$ cat src/rtl/pong_engine.sv
// rtl/pong_engine.sv - Pong ball physics, paddle collisions, scoring and serve control
//
// Purpose: owns the ball position/velocity in sub-pixel fixed point, advances one
// physics step per tick strobe, resolves wall and paddle collisions, keeps score
// and detects the winner.
//
// Ports:
//   clk, reset          pixel-domain clock, asynchronous active-high reset
//   tick                one-cycle physics step strobe
//   serve, pause        start/restart request, freeze of PLAY ticks
//   p1_pos, p2_pos      paddle top Y (clamped internally to the playfield)
//   ball_x, ball_y      integer ball coordinates
//   p1_score, p2_score  scores
//   state_o, winner     00 IDLE / 01 PLAY / 10 SCORE / 11 OVER; 01 P1 / 10 P2
//   hit_pulse           [0] P1 paddle hit, [1] P2 paddle hit, one cycle
//   score_pulse         [0] P1 scored, [1] P2 scored, one cycle
module pong_engine #(
  parameter int SCREEN_W   = 640,
  parameter int SCREEN_H   = 480,
  parameter int X_W        = 11,
  parameter int Y_W        = 10,
  parameter int SUB_BITS   = 2,
  parameter int BALL_SIZE  = 10,
  parameter int PADDLE_W   = 10,
  parameter int PADDLE_H   = 50,
  parameter int P1_X       = 40,
  parameter int P2_X       = 600,
  parameter int INIT_SPEED = 4,
  parameter int SPEED_STEP = 1,
  parameter int MAX_SPEED  = 24,
  parameter int WIN_SCORE  = 9,
  parameter int AUTO_SERVE = 0
) (
  input  logic           clk,
  input  logic           reset,
  input  logic           tick,
  input  logic           serve,
  input  logic           pause,
  input  logic [Y_W-1:0] p1_pos,
  input  logic [Y_W-1:0] p2_pos,
  output logic [X_W-1:0] ball_x,
  output logic [Y_W-1:0] ball_y,
  output logic [3:0]     p1_score,
  output logic [3:0]     p2_score,
  output logic [1:0]     state_o,
  output logic [1:0]     winner,
  output logic [1:0]     hit_pulse,
  output logic [1:0]     score_pulse
);

  localparam int PX_W = X_W + SUB_BITS;
  localparam int PY_W = Y_W + SUB_BITS;

  localparam logic [PX_W-1:0] XMAX  = PX_W'((SCREEN_W - BALL_SIZE) << SUB_BITS);
  localparam logic [PY_W-1:0] YMAX  = PY_W'((SCREEN_H - BALL_SIZE) << SUB_BITS);
  localparam logic [PX_W-1:0] X_CEN = PX_W'(((SCREEN_W - BALL_SIZE) / 2) << SUB_BITS);
  localparam logic [PY_W-1:0] Y_CEN = PY_W'(((SCREEN_H - BALL_SIZE) / 2) << SUB_BITS);
  localparam logic [Y_W-1:0]  PAD_MAX = Y_W'(SCREEN_H - PADDLE_H);

  // Collision windows are compared one bit wider so the +size terms cannot wrap.
  localparam logic [X_W:0] P1_LO  = (X_W+1)'(P1_X);
  localparam logic [X_W:0] P1_HI  = (X_W+1)'(P1_X + PADDLE_W);
  localparam logic [X_W:0] P2_LO  = (X_W+1)'(P2_X);
  localparam logic [X_W:0] P2_HI  = (X_W+1)'(P2_X + PADDLE_W);
  localparam logic [X_W:0] BALL_W = (X_W+1)'(BALL_SIZE);
  localparam logic [Y_W:0] BALL_MID = (Y_W+1)'(BALL_SIZE / 2);
  localparam logic [Y_W:0] PAD_LEN  = (Y_W+1)'(PADDLE_H);

  localparam logic [7:0] V_INIT = 8'(INIT_SPEED);
  localparam logic [7:0] V_STEP = 8'(SPEED_STEP);
  localparam logic [7:0] V_MAX  = 8'(MAX_SPEED);
  localparam logic [3:0] WIN    = 4'(WIN_SCORE);

  typedef enum logic [1:0] {
    S_IDLE  = 2'b00,
    S_PLAY  = 2'b01,
    S_SCORE = 2'b10,
    S_OVER  = 2'b11
  } state_t;

  state_t            state_q, state_d;
  logic [PX_W-1:0]   px_q, px_d;
  logic [PY_W-1:0]   py_q, py_d;
  logic [7:0]        vx_q, vx_d, vy_q, vy_d;
  logic              dx_q, dx_d, dy_q, dy_d;
  logic [3:0]        p1_score_q, p1_score_d, p2_score_q, p2_score_d;
  logic [1:0]        winner_q, winner_d;
  logic [1:0]        hit_q, hit_d;
  logic [1:0]        score_pulse_q, score_pulse_d;
  logic              scorer_p2_q, scorer_p2_d;  // 0: P1 scored, 1: P2 scored

  logic [Y_W-1:0]    p1_c, p2_c;
  logic [X_W:0]      bx_l, bx_r;
  logic [Y_W:0]      by_m;
  logic              in_p1, in_p2, hit1, hit2, goal_r, goal_l;
  logic [PX_W:0]     px_sum;
  logic [PY_W:0]     py_sum;
  logic [8:0]        vx_sum, vy_sum;
  logic [7:0]        vx_up, vy_up;
  logic [3:0]        p1_inc, p2_inc, new_score;

  // Collision and limit terms, all from the pre-tick registered state.
  always_comb begin
    p1_c   = (p1_pos > PAD_MAX) ? PAD_MAX : p1_pos;
    p2_c   = (p2_pos > PAD_MAX) ? PAD_MAX : p2_pos;
    bx_l   = {1'b0, px_q[PX_W-1:SUB_BITS]};
    bx_r   = bx_l + BALL_W;
    by_m   = {1'b0, py_q[PY_W-1:SUB_BITS]} + BALL_MID;
    in_p1  = (bx_l >= P1_LO) && (bx_l < P1_HI) &&
             (by_m >= {1'b0, p1_c}) && (by_m < ({1'b0, p1_c} + PAD_LEN));
    in_p2  = (bx_r >= P2_LO) && (bx_r < P2_HI) &&
             (by_m >= {1'b0, p2_c}) && (by_m < ({1'b0, p2_c} + PAD_LEN));
    // Only the paddle the ball is heading towards can register a hit.
    hit1   = !dx_q && in_p1;
    hit2   = dx_q && in_p2;
    px_sum = {1'b0, px_q} + (PX_W+1)'(vx_q);
    py_sum = {1'b0, py_q} + (PY_W+1)'(vy_q);
    goal_r = px_sum >= {1'b0, XMAX};
    goal_l = px_q < PX_W'(vx_q);
    vx_sum = {1'b0, vx_q} + {1'b0, V_STEP};
    vy_sum = {1'b0, vy_q} + {1'b0, V_STEP};
    vx_up  = (vx_sum >= {1'b0, V_MAX}) ? V_MAX : vx_sum[7:0];
    vy_up  = (vy_sum >= {1'b0, V_MAX}) ? V_MAX : vy_sum[7:0];
    p1_inc = p1_score_q + 4'd1;
    p2_inc = p2_score_q + 4'd1;
    new_score = scorer_p2_q ? p2_inc : p1_inc;
  end

  always_comb begin
    state_d       = state_q;
    px_d          = px_q;
    py_d          = py_q;
    vx_d          = vx_q;
    vy_d          = vy_q;
    dx_d          = dx_q;
    dy_d          = dy_q;
    p1_score_d    = p1_score_q;
    p2_score_d    = p2_score_q;
    winner_d      = winner_q;
    scorer_p2_d   = scorer_p2_q;
    hit_d         = 2'b00;
    score_pulse_d = 2'b00;

    case (state_q)
      S_IDLE: begin
        if (serve) state_d = S_PLAY;
      end

      S_PLAY: begin
        if (tick && !pause) begin
          if (hit2 || hit1) begin
            // Reflect in place: px is held so the ball leaves the paddle next tick.
            dx_d  = hit1;
            vx_d  = vx_up;
            vy_d  = vy_up;
            hit_d = {hit2, hit1};
          end else if (dx_q && goal_r) begin
            state_d     = S_SCORE;
            scorer_p2_d = 1'b0;
          end else if (!dx_q && goal_l) begin
            state_d     = S_SCORE;
            scorer_p2_d = 1'b1;
          end else begin
            px_d = dx_q ? px_sum[PX_W-1:0] : (px_q - PX_W'(vx_q));
          end

          // Vertical motion uses the old vy even on a paddle-hit tick.
          if (!dy_q) begin
            if (py_q <= PY_W'(vy_q)) begin
              py_d = '0;
              dy_d = 1'b1;
            end else begin
              py_d = py_q - PY_W'(vy_q);
            end
          end else if (py_sum >= {1'b0, YMAX}) begin
            py_d = YMAX;
            dy_d = 1'b0;
          end else begin
            py_d = py_sum[PY_W-1:0];
          end
        end
      end

      S_SCORE: begin
        score_pulse_d = scorer_p2_q ? 2'b10 : 2'b01;
        if (scorer_p2_q) p2_score_d = p2_inc;
        else             p1_score_d = p1_inc;
        if (new_score == WIN) begin
          state_d  = S_OVER;
          winner_d = scorer_p2_q ? 2'b10 : 2'b01;
        end else begin
          // Next serve heads towards the player who conceded.
          px_d    = X_CEN;
          py_d    = Y_CEN;
          vx_d    = V_INIT;
          vy_d    = V_INIT;
          dx_d    = !scorer_p2_q;
          dy_d    = 1'b0;
          state_d = (AUTO_SERVE != 0) ? S_PLAY : S_IDLE;
        end
      end

      S_OVER: begin
        if (serve) begin
          p1_score_d = 4'd0;
          p2_score_d = 4'd0;
          winner_d   = 2'b00;
          px_d       = X_CEN;
          py_d       = Y_CEN;
          vx_d       = V_INIT;
          vy_d       = V_INIT;
          dx_d       = 1'b1;
          dy_d       = 1'b0;
          state_d    = S_IDLE;
        end
      end

      default: state_d = S_IDLE;
    endcase
  end

  always_ff @(posedge clk or posedge reset) begin
    if (reset) begin
      state_q       <= S_IDLE;
      px_q          <= X_CEN;
      py_q          <= Y_CEN;
      vx_q          <= V_INIT;
      vy_q          <= V_INIT;
      dx_q          <= 1'b1;
      dy_q          <= 1'b0;
      p1_score_q    <= 4'd0;
      p2_score_q    <= 4'd0;
      winner_q      <= 2'b00;
      hit_q         <= 2'b00;
      score_pulse_q <= 2'b00;
      scorer_p2_q   <= 1'b0;
    end else begin
      state_q       <= state_d;
      px_q          <= px_d;
      py_q          <= py_d;
      vx_q          <= vx_d;
      vy_q          <= vy_d;
      dx_q          <= dx_d;
      dy_q          <= dy_d;
      p1_score_q    <= p1_score_d;
      p2_score_q    <= p2_score_d;
      winner_q      <= winner_d;
      hit_q         <= hit_d;
      score_pulse_q <= score_pulse_d;
      scorer_p2_q   <= scorer_p2_d;
    end
  end

  assign ball_x      = px_q[PX_W-1:SUB_BITS];
  assign ball_y      = py_q[PY_W-1:SUB_BITS];
  assign p1_score    = p1_score_q;
  assign p2_score    = p2_score_q;
  assign state_o     = state_q;
  assign winner      = winner_q;
  assign hit_pulse   = hit_q;
  assign score_pulse = score_pulse_q;

endmodule

$ cat config.mk
export PLATFORM = sky130hd
export DESIGN_NAME = pong_engine
export DESIGN_NICKNAME = d
export VERILOG_FILES = /design/src/rtl/pong_engine.sv
export SDC_FILE = /design/constraint.sdc
export NUM_CORES = 1
export LEC_CHECK = 0
export ABC_AREA = 1
export ABC_CLOCK_PERIOD_IN_PS = 8740
export BUFFER_PORTS_ARGS = -buffer_cell sky130_fd_sc_hd__clkbuf_2
export CAP_MARGIN = 20
export CELL_PAD_IN_SITES_DETAIL_PLACEMENT = 1
export CELL_PAD_IN_SITES_GLOBAL_PLACEMENT = 1
export CORE_ASPECT_RATIO = 0.7
export CORE_MARGIN = 4
export CORE_UTILIZATION = 48
export DETAILED_ROUTE_END_ITERATION = 8
export PLACE_DENSITY = 0.95
export SETUP_SLACK_MARGIN = 0.5
export SLEW_MARGIN = 30
export SYNTH_ARGS = -nofsm -noshare
export SYNTH_HDL_FRONTEND = slang
export SYNTH_SLANG_ARGS = --single-unit
$ cat constraint.sdc
create_clock -name clk -period 8.74 [get_ports clk]
set_clock_uncertainty 0.15 [all_clocks]
set_input_delay 1.311 -clock clk [delete_from_list [all_inputs] [get_ports clk]]
set_output_delay 1.311 -clock clk [all_outputs]
set_load 0.005 [all_outputs]
==> impl_metrics.py, run 1 <==
metrics = {
    "run_status": {
        "status": "finished, final reports clean",
    },
    "floorplanning": {
        "pin_count": 62,
        "die_y_um": 109,
        "dieArea_mm2": 0.0167,
        "rows": 36,
        "start_util": 0.499,
        "fp.coreArea_mm2": 0.0141,
        "die_w_um": 153,
    },
    "power_and_ir_drop": {
        "leakagePower_nw": 4.22,
        "ir_worst_vdd_v": 0.000176,
        "power_mw": 3.08,
        "power_density_mw_per_mm2": 406,
    },
    "logic_synthesis": {
        "yosysTopAreaCell": "dfrtp_1",
        "avgSynthCellArea_um2": 6.67,
        "ys_seq_area_frac": 0.215,
        "synth_async_sr_flop_share": 1.00,
        "synthFlopType": "dfrtp_1",
        "synthesis.area_mm2": 0.00706,
        "synth.top_cell.area_share": 0.160,
        "synthCells": 1058,
        "synth-edff-count": 0,
        "ys_warn_count": 0,
        "ys_top_cells_by_area": "dfrtp_1 16%, nand2_1 15%, ha_1 15%, inv_1 7.1%, dfstp_2 5.6%",
        "yosysUniqueCellTypes": 50,
        "ys_ff_latch": 60,
    },
    "worst_setup_path": {
        "cp_max_fo": 18,
        "end_kind": "register",
        "reg2reg_depth": 12,
        "cp_data_required_time_ns": 8.80,
        "slowest_delay_ns": 0.31,
        "cp_slowest_cell": "ha_1",
        "rr_startpoint": "state_o[1]",
        "crit_arrival_ns": 4.73,
        "path_class": "in -> reg",
        "r2r_end": "px_q[11]",
        "ff2ff_setup_slack_ns": 4.38,
        "crit_path_start_kind": "primary input",
        "cpMostUsedCell": "nand2_1",
    },
    "sta": {
        "slew_headroom": 0.388,
        "final_max_slew_viol_count": 0,
        "hold_viol": 0,
        "rsz0062_at_grt": "false",
        "fin_crit_sh": 0.534,
        "setup_tns_ns": 0,
        "hold_slack_ns": 0.341,
        "fin_ws_ns": 4.07,
        "fin_crit_ns": 4.67,
        "worstMarginPinSlew_ns": 0.917,
        "fmax_ghz": 0.214,
        "finalSetupViolCount": 0,
    },
    "cts": {
        "ctsResizeCount": 0,
        "cts_root_buf": "clkbuf_16",
        "cts.sinks": 60,
        "htree_num_levels": 3,
        "numCtsBuffers": 9,
        "postCtsSetupBuffers": 0,
        "clock_latency_ns": 0.33,
        "cts_tree": "yes",
        "clock_path_buffers": 2,
        "path_clk_slew_ns": 0.06,
        "postCtsHoldBufs": 0,
    },
    "run": {
        "cap_viol_max_count": 0,
    },
    "placed_design": {
        "dpl_worst_slack_ns": 3.83,
        "gp_congestion": 0.925,
        "dp_hpwl_um": 17900,
        "portBuffers": 61,
    },
    "grt": {
        "grt_overflow": 0,
        "grt_usage": 0.274,
        "grt_start_max_net_pins": 61,
        "grt_pass1_vias": 7486,
        "grt_pass1_wl_um": 37600,
        "grt_antenna_before_repair": 0,
    },
    "drt": {
        "drt-pass1-iter-count": 5,
        "vias_per_cell": 5.70,
        "route.detailed.drc": 0,
        "drt-initial-drc-count": 514,
        "wirelength_um": 22900,
        "vias": 7313,
        "ant_nets": 0,
        "wl_per_cell_um": 17.8,
    },
    "cells_and_area": {
        "drive_gt1_frac": 0.125,
        "multi_input_area_mm2": 0.00467,
        "areaGrowthSynthToFinish_pct": 7.45,
        "diodes": 0,
        "regArea_mm2": 0.00152,
        "utilization": 0.536,
        "fillers": 1974,
        "fin_nets": 1199,
    },
    "min_path": {
        "whs_path_depth": 2,
        "hold_class": "reg -> reg",
        "hold_end": "px_q[2]",
        "hold_path_startpoint": "px_q[2]",
    },
}
## report_power, final
part           switching, mW  internal [mW]
Sequential             0.235          0.407
Clock                  0.139          0.228
Combinational           1.35          0.720
## worst max-delay path: cells and delay by family
family / cells / cell delay [ns]
AO/OA/AOI/OAI: 2 / 0.21
adder cells (fa/ha/maj): 2 / 0.59
buffers and inverters: 4 / 0.39
AND/OR/NAND/NOR: 22 / 2.21
## stage by stage
step	std cells	area, µm²
final	1282	7580
after floorplan	1063	7080
after global routing	1282	7580
after detailed placement	1266	7280
after global placement	1266	7280
after CTS	1282	7580
## cells by family after synthesis
logic type | Yosys count | synth area share
simple gates | 534 | 0.330
fa+ha+maj | 87 | 0.158
other cells | 1 | 0.000531
compound gates | 142 | 0.118
xor+xnor | 40 | 0.0507
buf+inv | 194 | 0.126
flops | 60 | 0.215
## cell usage after synthesis, types with 2 or more instances
library cell  number
buf_4             26
dfstp_2           15
xor2_1            27
nand2_2            7
o2111ai_1          3
o21ai_0           27
nand3_1           77
fa_1               4
o21bai_1           6
buf_6              7
nor3b_1            2
a22oi_1            7
nand3_2            2
nor2_2             5
o211ai_1           4
inv_2             12
nand2_4            4
nand4_1           28
a31oi_1           14
nor2_1            94
xnor2_1           12
a31o_2             2
clkbuf_1           5
buf_2             10
a21oi_1           55
nand2_1          283
o21a_1             2
ha_1              83
or2_2              5
nor3_1            19
nand3b_1           2
o21ai_1            7
inv_1            133
o31ai_1            4
a21o_1             6
dfrtp_1           45
## final cells by class
type / instances / share of cell area
timing repair buffer: 62 / 0.0412
multi-input combinational: 809 / 0.615
tap: 190 / 0.0313
inverter: 145 / 0.0718
clock inverter: 6 / 0.00841
clock buffer: 10 / 0.0315
sequential: 60 / 0.200
## state kept, by name, indices dropped and copies added, names as in the netlist
name	flops
py_q	12
hit_pulse	2
p2_score	4
winner	2
state_o	2
px_q	13
dx_q	1
score_pulse	2
scorer_p2_q	1
vy_q	8
vx_q	8
p1_score	4
dy_q	1
## layer usage
metal / track usage / share of wire / up-vias
met3: 0.0291 / 0.051 / 35
met4: 0.0680 / 0.016 / 0
met1: 0.382 / 0.48 / 3612
met2: 0.461 / 0.45 / 186
li1: - / - / 3480
met5: 0 / 0 / -
## how the worst max path moves through the flow
stage,from,endpoint,slack (ns),depth (start not counted)
after floorplan,p2_pos[1],vy_q[1],4.63,30
after global placement,p2_pos[1],vx_q[1],4.07,30
after detailed placement,p1_pos[1],vy_q[3],3.83,30
after CTS,p1_pos[1],vy_q[0],4.12,30
after global routing,p1_pos[1],vy_q[0],3.71,30
final,p1_pos[1],vy_q[0],4.07,30
## cells in the final DEF, fill, tap and decap left out, types with 5 or more instances in the layout
master,instances
a21o_1,6
a21oi_1,55
a22oi_1,7
a31oi_1,14
clkbuf_16,9
clkbuf_2,61
conb_1,6
dfrtp_1,45
dfstp_2,15
ha_1,83
inv_1,132
inv_2,13
nand2_1,283
nand2_2,7
nand3_1,77
nand4_1,28
nor2_1,94
nor2_2,5
nor3_1,19
o21ai_0,27
o21ai_1,7
o21bai_1,6
or2_2,5
xnor2_1,12
xor2_1,27
Power figures use the tool's default switching activity.
==> run 2, diff against run 1 <==
--- a/config.mk
+++ b/config.mk
@@ -6,16 +6,16 @@
 export NUM_CORES = 1
 export LEC_CHECK = 0
 export ABC_AREA = 1
-export ABC_CLOCK_PERIOD_IN_PS = 8740
+export ABC_CLOCK_PERIOD_IN_PS = 4550
 export BUFFER_PORTS_ARGS = -buffer_cell sky130_fd_sc_hd__clkbuf_2
 export CAP_MARGIN = 20
 export CELL_PAD_IN_SITES_DETAIL_PLACEMENT = 1
 export CELL_PAD_IN_SITES_GLOBAL_PLACEMENT = 1
 export CORE_ASPECT_RATIO = 0.7
 export CORE_MARGIN = 4
-export CORE_UTILIZATION = 48
+export CORE_UTILIZATION = 44
 export DETAILED_ROUTE_END_ITERATION = 8
-export PLACE_DENSITY = 0.95
+export PLACE_DENSITY = 0.94
 export SETUP_SLACK_MARGIN = 0.5
 export SLEW_MARGIN = 30
 export SYNTH_ARGS = -nofsm -noshare
==> constraint.sdc (replaced) <==
create_clock -name clk -period 4.55 [get_ports clk]
set_clock_uncertainty 0.15 [all_clocks]
set_input_delay 0.6825 -clock clk [delete_from_list [all_inputs] [get_ports clk]]
set_output_delay 0.6825 -clock clk [all_outputs]
set_load 0.005 [all_outputs]
==> run 2 against run 1 <==
  * Clock power grew 91%
  * Cell count grew 1.7%
  * Global-route usage shrank 1.3 points
  * Cell area grew 2.1%
  * Flip-flop and latch count is the same
  * Worst hold slack lost 0.21 ns
  * Total power grew 98%
  * Wire length grew 8.6%
  * Critical path type is now reg -> reg
  * Largest cell class unchanged
==> impl_metrics.py, run 2 (same netlist as run 1, synthesis figures left out) <==
metrics = {
    "run_status": {
        "status": "finished, final reports clean",
    },
    "sta": {
        "worstMarginPinSlew_ns": 0.990,
        "setup_tns_ns": 0,
        "fin_crit_ns": 3.91,
        "hold_viol": 0,
        "rsz0062_at_grt": "false",
        "fmax_ghz": 0.256,
        "finalSetupViolCount": 0,
        "slew_headroom": 0.339,
        "final_max_slew_viol_count": 0,
        "fin_crit_sh": 0.859,
    },
    "power_and_ir_drop": {
        "leakagePower_nw": 4.30,
        "p_comb_frac": 0.685,
        "switchingPower_mw": 3.43,
        "p_int_mw": 2.65,
        "p_clk_frac": 0.115,
        "ir_worst_vdd_v": 0.000344,
        "power_density_mw_per_mm2": 786,
        "switching_share": 0.564,
        "seqPwrFrac": 0.199,
    },
    "worst_setup_path": {
        "reg2reg_depth": 20,
        "rr_startpoint": "py_q[3]",
        "end_kind": "register",
        "crit_path_start_kind": "register",
        "cp_data_required_time_ns": 4.61,
        "crit_arrival_ns": 3.97,
        "cp_max_fo": 15,
        "path_class": "reg -> reg",
        "setup.worst_path.start": "py_q[3]",
    },
    "run": {
        "cap_viol_max_count": 0,
    },
    "grt": {
        "grt_start_max_net_pins": 47,
        "grt_antenna_before_repair": 0,
        "grt_usage": 0.261,
        "grt_pass1_wl_um": 39000,
        "grt_pass1_vias": 7679,
        "grt_overflow": 0,
    },
    "floorplanning": {
        "fp.coreArea_mm2": 0.0156,
        "die_y_um": 114,
        "rows": 38,
        "start_util": 0.453,
        "die_w_um": 159,
        "dieArea_mm2": 0.0182,
        "pin_count": 62,
    },
    "cts": {
        "clock_path_buffers": 2,
        "numCtsBuffers": 9,
        "cts_root_buf": "clkbuf_16",
        "cts_tree": "yes",
        "path_clk_slew_ns": 0.06,
        "postCtsHoldBufs": 0,
        "htree_num_levels": 3,
        "cts.sinks": 60,
        "clock_latency_ns": 0.34,
    },
    "cells_and_area": {
        "utilization": 0.496,
        "fillers": 2099,
        "design_area_mm2": 0.00774,
        "fin_nets": 1211,
        "largest_register": "px_q",
        "layout_common_cells": "283 x nand2_1, 132 x inv_1, 92 x nor2_1, 83 x ha_1, 77 x nand3_1",
        "multi_input_area_mm2": 0.00472,
        "reg.largest.list": "px_q x13, py_q x12",
        "drive_gt1_frac": 0.140,
        "regArea_mm2": 0.00152,
        "areaGrowthSynthToFinish_pct": 9.66,
        "diodes": 0,
        "final_common_cell": "nand2_1",
        "largest_reg_flops": 13,
    },
    "drt": {
        "drt-pass1-iter-count": 5,
        "vias_per_cell": 5.79,
        "wl_per_cell_um": 19.0,
        "drt-initial-drc-count": 577,
        "vias": 7552,
        "ant_nets": 0,
        "wirelength_um": 24800,
        "route.detailed.drc": 0,
    },
    "min_path": {
        "hold_class": "in -> async",
    },
    "placed_design": {
        "dp_hpwl_um": 18400,
        "place_area_mm2": 0.00732,
        "portBuffers": 61,
        "gp_congestion": 0.892,
    },
}
run 2: cell type report:
type,count,area share
Clock buffer,9,0.0291
Clock inverter,7,0.00970
Inverter,145,0.0703
Multi-Input combinational cell,809,0.610
Sequential cell,60,0.196
Tap cell,200,0.0323
Timing Repair Buffer,74,0.0521
run 2: path summary, 6_finish.rpt:
| check | end | slack, ns |
|---|---|---|
| setup / recovery | vy_q[3] | 0.64 |
| hold / removal | p1_score[2] | 0.13 |
| setup reg to reg | vy_q[3] | 0.64 |
| hold reg to reg | px_q[2] | 0.36 |
| max in group asynchronous | hit_pulse[1] | 3.21 |
| min in group clk | px_q[2] | 0.36 |
run 2: timing repair:
| action | CTS | global route |
|---|---|---|
| buffers inserted | 0 | 9 |
| gates resized for setup | 5 | 6 |
| endpoints found under the setup margin | 11 | 30 |
| pin swaps | 0 | 2 |
run 2: metrics by stage:
stage | power [mW] | setup WS, ns | hold slack [ns] | cells
after floorplan | 4.09 | 1.06 | 0.309 | 1063
after global placement | 4.86 | 0.507 | 0.329 | 1279
after detailed placement | 5.13 | 0.153 | 0.349 | 1279
after CTS | 5.91 | 0.562 | 0.144 | 1295
after global routing | 6.62 | 0.388 | 0.155 | 1304
final | 6.08 | 0.642 | 0.131 | 1304
run 2: critical path, cell delays in order (launching register included):
cell and delay [ns]:
dfstp_2 0.62, inv_1 0.11, o21bai_1 0.22, nand3_1 0.20, nor3_4 0.25, nand2_1 0.10
xor2_1 0.40, ha_1 0.34, inv_1 0.07, o211ai_1 0.09, nor2_1 0.15, nand3_1 0.10
nand2_1 0.08, inv_2 0.04, nand2_2 0.11, nand2_2 0.08, nand2_4 0.21, nand2_8 0.10
buf_4 0.18, nand3_1 0.07, nand2_1 0.09
run 2: metal layers:
layer | global-route usage | wire length (µm) | vias up
li1 | - | - | 3497
met1 | 0.354 | 11000 | 3712
met2 | 0.429 | 11500 | 281
met3 | 0.0441 | 1590 | 62
met4 | 0.0855 | 705 | 0
met5 | 0 | 0 | -
run 2: power groups by stage:
stage	sequential, mW	clock (mW)	combinational, mW
floorplan	0.989	0	3.10
global placement	1.19	0	3.67
detailed placement	1.20	0	3.93
CTS	1.20	0.706	4.01
global route	1.24	0.732	4.64
finish	1.21	0.702	4.17
